==> config.mk <==
export PLATFORM = sky130hd
export DESIGN_NAME = vector_bit_scanner
export DESIGN_NICKNAME = d
export VERILOG_FILES = /design/src/rtl/vector_bit_scanner.sv
export SDC_FILE = /design/constraint.sdc
export NUM_CORES = 1
export LEC_CHECK = 0
export CAP_MARGIN = 5
export CORE_ASPECT_RATIO = 1.75
export CORE_UTILIZATION = 43
export DETAILED_ROUTE_END_ITERATION = 16
export GPL_TIMING_DRIVEN = 0
export PLACE_DENSITY = 0.8
export SLEW_MARGIN = 5
export SYNTH_ARGS = -nofsm -noshare
export SYNTH_HDL_FRONTEND = slang
export SYNTH_SLANG_ARGS = --single-unit
export TNS_END_PERCENT = 5
==> constraint.sdc <==
create_clock -name clk -period 2.3 [get_ports clk]
set_input_delay 0.345 -clock clk [delete_from_list [all_inputs] [get_ports clk]]
set_output_delay 0.345 -clock clk [all_outputs]
set_load 0.02 [all_outputs]
==> src/rtl/vector_bit_scanner.sv <==
// Serialises the set bits of a 32-bit word as leading-one positions, MSB first,
// using an external leading-one detector in a feedback loop (det_vec -> det_pos).
module vector_bit_scanner #(
    parameter int DATA_W     = 32,
    parameter int POS_W      = 6,
    parameter int EMIT_EMPTY = 1
) (
    input  logic              clk,
    input  logic              rst_n,
    input  logic              in_valid,
    output logic              in_ready,
    input  logic [DATA_W-1:0] data_in,
    output logic [DATA_W-1:0] det_vec,
    input  logic [POS_W-1:0]  det_pos,
    output logic              out_valid,
    input  logic              out_ready,
    output logic [POS_W-1:0]  pos_out,
    output logic [POS_W-1:0]  idx_out,
    output logic              last_out
);

    typedef enum logic [0:0] {
        IDLE = 1'b0,
        SCAN = 1'b1
    } state_t;

    localparam logic [POS_W-1:0] NONE_POS  = POS_W'(DATA_W);
    localparam logic             EMPTY_EMIT = (EMIT_EMPTY != 32'sd0);

    state_t            state_r;
    logic [DATA_W-1:0] work_r;
    logic [POS_W-1:0]  idx_r;

    logic              pos_hit_s;
    logic [4:0]        clr_idx_s;
    logic [DATA_W-1:0] cleared_s;
    logic              last_s;

    // Work word with the currently reported leading one removed; decides last beat.
    always_comb begin
        pos_hit_s = (det_pos < NONE_POS);
        clr_idx_s = 5'd31 - det_pos[4:0];
        cleared_s = work_r;
        if (pos_hit_s) begin
            cleared_s[clr_idx_s] = 1'b0;
        end else begin
            cleared_s = work_r;
        end
        last_s = !pos_hit_s || (cleared_s == {DATA_W{1'b0}});
    end

    // Scan control: load in IDLE, strip one bit per accepted beat in SCAN.
    always_ff @(posedge clk) begin
        if (!rst_n) begin
            state_r <= IDLE;
            work_r  <= {DATA_W{1'b0}};
            idx_r   <= {POS_W{1'b0}};
        end else begin
            case (state_r)
                IDLE: begin
                    if (in_valid) begin
                        work_r <= data_in;
                        idx_r  <= {POS_W{1'b0}};
                        if ((data_in != {DATA_W{1'b0}}) || EMPTY_EMIT) begin
                            state_r <= SCAN;
                        end else begin
                            state_r <= IDLE;
                        end
                    end else begin
                        state_r <= IDLE;
                    end
                end
                SCAN: begin
                    if (out_ready) begin
                        if (last_s) begin
                            state_r <= IDLE;
                            work_r  <= {DATA_W{1'b0}};
                            idx_r   <= {POS_W{1'b0}};
                        end else begin
                            // A non-last beat always has a real position to clear.
                            work_r <= cleared_s;
                            idx_r  <= idx_r + {{(POS_W-1){1'b0}}, 1'b1};
                        end
                    end else begin
                        state_r <= SCAN;
                    end
                end
                default: begin
                    state_r <= IDLE;
                    work_r  <= {DATA_W{1'b0}};
                    idx_r   <= {POS_W{1'b0}};
                end
            endcase
        end
    end

    // Handshake flags decode the state register; position follows the detector return.
    always_comb begin
        in_ready  = (state_r == IDLE);
        out_valid = (state_r == SCAN);
        det_vec   = work_r;
        idx_out   = idx_r;
        if (state_r == SCAN) begin
            pos_out  = det_pos;
            last_out = last_s;
        end else begin
            pos_out  = {POS_W{1'b0}};
            last_out = 1'b0;
        end
    end

endmodule
**Yosys cells after proc, flatten, opt, wreduce, memory -nomap -nowiden**

Cells that the tools add are included.
Widths: inputs -> output; s select.

- Muxes and demuxes: 17
- Eq/ne operators: 2
- Reductions and logical operators: 5
- Bitwise gates (word level): 3
- $lt $le $gt $ge: 3
- $add $sub $neg: 2

Operators by type and width:

| operator | number |
|---|---|
| $mux 32 | 4 |
| $pmux 32 s2 | 1 |
| $and 32x32->32 | 1 |
| $logic_not 32->1 | 1 |
| $not 32->32 | 1 |
| $mux 6 | 4 |
| $pmux 6 s2 | 1 |
| $add 6x1->6 const B | 1 |
| $lt 5x6->1 const B | 1 |
| $lt 6x6->1 const B | 1 |
| $demux 1 s5 | 1 |
| $ge 5x1->1 const B | 1 |
| $mux 1 | 5 |
| $sub 5x5->5 const A | 1 |
| $ne 2x2->1 const B | 2 |
| $pmux 1 s2 | 1 |
| $reduce_and 2->1 | 1 |
| $logic_and 1x1->1 | 1 |
| $logic_not 1->1 | 1 |
| $logic_or 1x1->1 | 1 |
| $not 1->1 | 1 |

- Word-level logic and storage cells: 35
- Register bits: 39
- Output and inout port bits: 47
- Input bits: 42

**Depth between registers and ports, before layout**

- Depth in word-level cells: 13
- Mapped depth: 9

**Worst setup path before layout**

No wires, ideal clock.

- Path kind: input to output
- Start point: input det_pos[1]
- End point: output last_out
- Arrival time: 1997 ps
- Stages: 8
- Data required time: 1955 ps
- Buffers on the path: 2
- Path slack: -42 ps
- Cell sequence: or3_1 buf_2 o21ai_1 nand4_1 nor4_2 a21oi_2 buf_6 nor2_1

- Word-level cells in the longest chain between the ends: 11
- Elaborated cells between the ends (all ways): 14
- Those cells by class: add/sub (1); order compare (3); mux (4); bitwise (2); reduce/logical (4)

Ends and longest elaborated chain:

| element | RTL line | RTL |
|---|---|---|
| from (decl) | 14 | `input logic [POS_W-1:0] det_pos,` |
| $sub 5x5->5 | 42 | `clr_idx_s = 5'd31 - det_pos[4:0];` |
| $lt 5x6->1 (implied by the code) / $ge 5x1->1 (equally long branches) | 45 | `cleared_s[clr_idx_s] = 1'b0;` |
| $logic_and 1x1->1 (implied by the code) | 45 |  |
| $mux 1 (implied by the code) | 45 |  |
| $demux 1 s5 | 45 |  |
| $not 32->32 (no line) | -- |  |
| $and 32x32->32 (no line) | -- |  |
| $mux 32 | 44 | `if (pos_hit_s) begin` |
| $logic_not 32->1 | 49 | `last_s = !pos_hit_s \|\| (cleared_s == {DATA_W{1'b0}});` |
| $logic_or 1x1->1 (*) | 49 |  |
| $mux 1 (*) | 103 | `if (state_r == SCAN) begin` |
| to (decl) | 19 | `output logic last_out` |

Every way passes the cells marked *; elsewhere a longest branch is shown, timed or not.

**Worst setup path after layout**

Same ends and word-level chain as after synthesis.

==> results.py <==
metrics = {
    "status": {
        "status": "complete, but fails checks",
        "violations": "negative setup slack",
    },
    "synthesis": {
        "synth_nets": 297,
        "ys_ff_latch": 39,
        "async_flop_share_pct": 0,
        "yosysSeqAreaShare_pct": 35.5,
        "synth_edf_count": 0,
        "syn_inst": 254,
        "ys_warn_count": 0,
        "synth_cell_type_count": 33,
        "synthFlopType": "dfxtp_1",
        "avgSynthCellArea_um2": 8.66,
        "syn_area_um2": 2200,
    },
    "routing": {
        "routed_wl_mm": 7.65,
        "ant_nets": 0,
        "wl_met3_um": 416,
        "drcViolationCount": 0,
        "drt-initial-drc-count": 133,
        "wl_met2_mm": 4.10,
        "met1_length_mm": 2.82,
        "viasPerCell": 6.07,
        "dr.pass1.iters": 4,
        "wl_per_cell_um": 18.7,
        "routed.top_layer": "met4",
        "dr_total_vias": 2484,
    },
    "power_and_ir_drop": {
        "power.density_nw_per_um2": 520,
        "power_frac_clock_pct": 25.8,
        "p_int_uw": 1200,
        "ir_drop_uv": 581,
        "power.net_switching_uw": 582,
        "p_total_uw": 1780,
        "leakagePower_uw": 0.00127,
        "switching_share_pct": 32.7,
        "seqPwrFrac_pct": 42.6,
        "combPwrFrac_pct": 31.6,
    },
    "setup_path": {
        "path_class": "in2out",
        "cp_slowest_cell": "or3b_1",
        "crit_path_max_fanout": 8,
        "critPathLaunchType": "input port",
        "slowest_delay_ps": 370,
        "crit_arrival_ps": 2130,
        "cp_data_required_time_ps": 1960,
        "cp_cell_sequence": "buf_2 > or3b_1 > buf_6 > o21ai_4 > nand4_1 > nor4_4 > a21oi_2 > buf_6 > nor2_4 > buf_6",
        "worst-r2r-setup-slack_ps": 310,
        "crit_path_frequent_cell": "buf_6",
        "cp-end-kind": "output pin",
    },
    "run": {
        "drv_cap": 0,
    },
    "floorplan": {
        "die_area_um2": 5420,
        "core_area_um2": 4930,
        "die_y_um": 96.6,
        "chipWidth_um": 56.1,
        "io-pin-count": 89,
        "initial_utilization_pct": 44.6,
        "rows": 34,
    },
    "layout": {
        "syn2layout_area_growth_pct": 55.3,
        "drive_gt1_share_pct": 22.3,
        "diodes": 0,
        "final_core_util_pct": 69.2,
        "nets": 397,
        "final_cell_area_um2": 3420,
    },
    "timing": {
        "final.setup.worst_slack_ps": -172,
        "slew_viol_final": 0,
        "finalSetupViolCount": 1,
        "skew_ps": 7.22,
        "min_period_ps": 2470,
        "fmax_mhz": 404,
        "holdWs_ps": 494,
        "fin_crit_sh_pct": 107,
        "relSlewSlack_pct": 58.4,
        "worst_slew_pin_slew_ps": 624,
        "rsz0062_at_grt": "true",
        "hold_viol": 0,
    },
    "place": {
        "io_buffers": 87,
        "gp_congestion": 0.897,
        "place_area_um2": 3140,
        "dp_hpwl_mm": 5.44,
    },
    "clocking": {
        "cts_buffer_depth": 2,
        "htree_levels": 2,
        "cts_hold_buf": 0,
        "cts_tree": "yes",
        "cts_root_buf": "clkbuf_8",
        "clkSlewWorstSetupHoldPaths_ps": 70,
        "clock_sinks": 39,
        "clk_latency_ps": 300,
        "cts_buffers": 5,
    },
    "grt": {
        "antenna_found_initial": 0,
        "grt.overflow.total": 0,
        "grt_pass1_wl_mm": 12.0,
        "grt_max_degree": 12,
        "first_global_vias": 2474,
        "grt.total_usage_pct": 27.6,
    },
    "min_path": {
        "hp-class": "in2reg",
    },
}
==> metrics by stage <==
stage          setup slack [ps]  std cells  setup TNS, ps
2_1_floorplan              50.1        254              0
3_3_place_gp              -1390        395         -29590
3_5_place_dp              -1390        395         -29660
4_1_cts                    -153        409           -153
5_1_grt                    -232        409           -232
6_report                   -172        409           -172
==> layer usage <==
layer	GRT usage (%)	vias up
met2	49.8	108
met1	29.9	1179
li1	-	1172
met4	14.4	0
met5	0	-
met3	4.68	25
==> power groups by stage <==
stage          clock, uW  combinational [uW]  sequential [uW]
6_report             459                 561              758
5_1_grt              487                 591              762
4_1_cts              454                 546              756
3_5_place_dp           0                 514              764
3_3_place_gp           0                 508              763
2_1_floorplan          0                 236              805
==> path summary, 6_finish.rpt <==
check,to,depth (start not counted),startpoint
setup / recovery,last_out,10,det_pos[1]
hold / removal,idx_out[1]$_SDFFE_PN0P_,3,rst_n
setup reg to reg,det_vec[8]$_SDFFE_PN0P_,7,out_valid$_SDFF_PN0_
hold reg to reg,idx_out[1]$_SDFFE_PN0P_,2,idx_out[1]$_SDFFE_PN0P_
==> critical path: cells and delay by family <==
family          cells  cell delay [ps]
simple gates        4              960
buf+inv             4              550
compound gates      2              270
==> cells in the mapped netlist, types with 9 or more instances <==
cell type | instances | share of area [%]
a21oi_1 | 32 | 7.3
and3_1 | 33 | 9.4
clkbuf_1 | 15 | 2.6
dfxtp_1 | 39 | 35
nand3_1 | 13 | 3.0
nand4_1 | 9 | 2.6
o21ai_0 | 13 | 3.0
o21ai_1 | 16 | 3.6
o22ai_1 | 15 | 4.3
o22ai_2 | 17 | 9.7
==> state kept, by name, indices dropped and copies added (netlist names) <==
name	cells
out_valid	1
det_vec	32
idx_out	6
==> kinds of logic after synthesis <==
family,Yosys count,synth area share [%]
XOR/XNOR,2,0.797
adder cells (fa/ha/maj),1,0.569
flip-flops,39,35.5
AND/OR/NAND/NOR,86,24.6
AO/OA/AOI/OAI,102,31.4
buffers and inverters,24,7.17
==> area by class of cell <==
class / instances / area (um2)
Fill cell: 387 / 1520
Multi-Input combinational cell: 191 / 1410
Clock buffer: 7 / 76.3
Clock inverter: 1 / 5.00
Buffer: 22 / 161
Inverter: 2 / 7.51
Timing Repair Buffer: 93 / 905
Tap cell: 54 / 67.6
Sequential cell: 39 / 781
==> timing repair <==
item,in CTS,in global routing
setup endpoints to repair,41,12
setup buffers,6,0
pin swaps,18,1
gates resized for setup,83,7
==> placed cells by master (no fill, tap or decap), types with 2 or more instances in the layout <==
cell type,count
and2_1,5
o21ai_1,10
buf_4,9
a31oi_1,2
clkbuf_2,3
clkdlybuf4s50_1,80
o21ai_0,2
o22ai_1,15
a21oi_1,32
nand4_1,9
buf_12,2
nand3_1,13
clkbuf_8,5
dfxtp_1,39
o22ai_2,17
buf_8,2
nor2_1,4
clkbuf_1,13
and3_1,33
or3b_4,3
nand3b_1,5
buf_6,5
xnor2_1,2
nand2_1,5
or3b_1,2
o21ai_2,12
buf_2,3
o21ai_4,8
(Power assumes the default switching activity.)
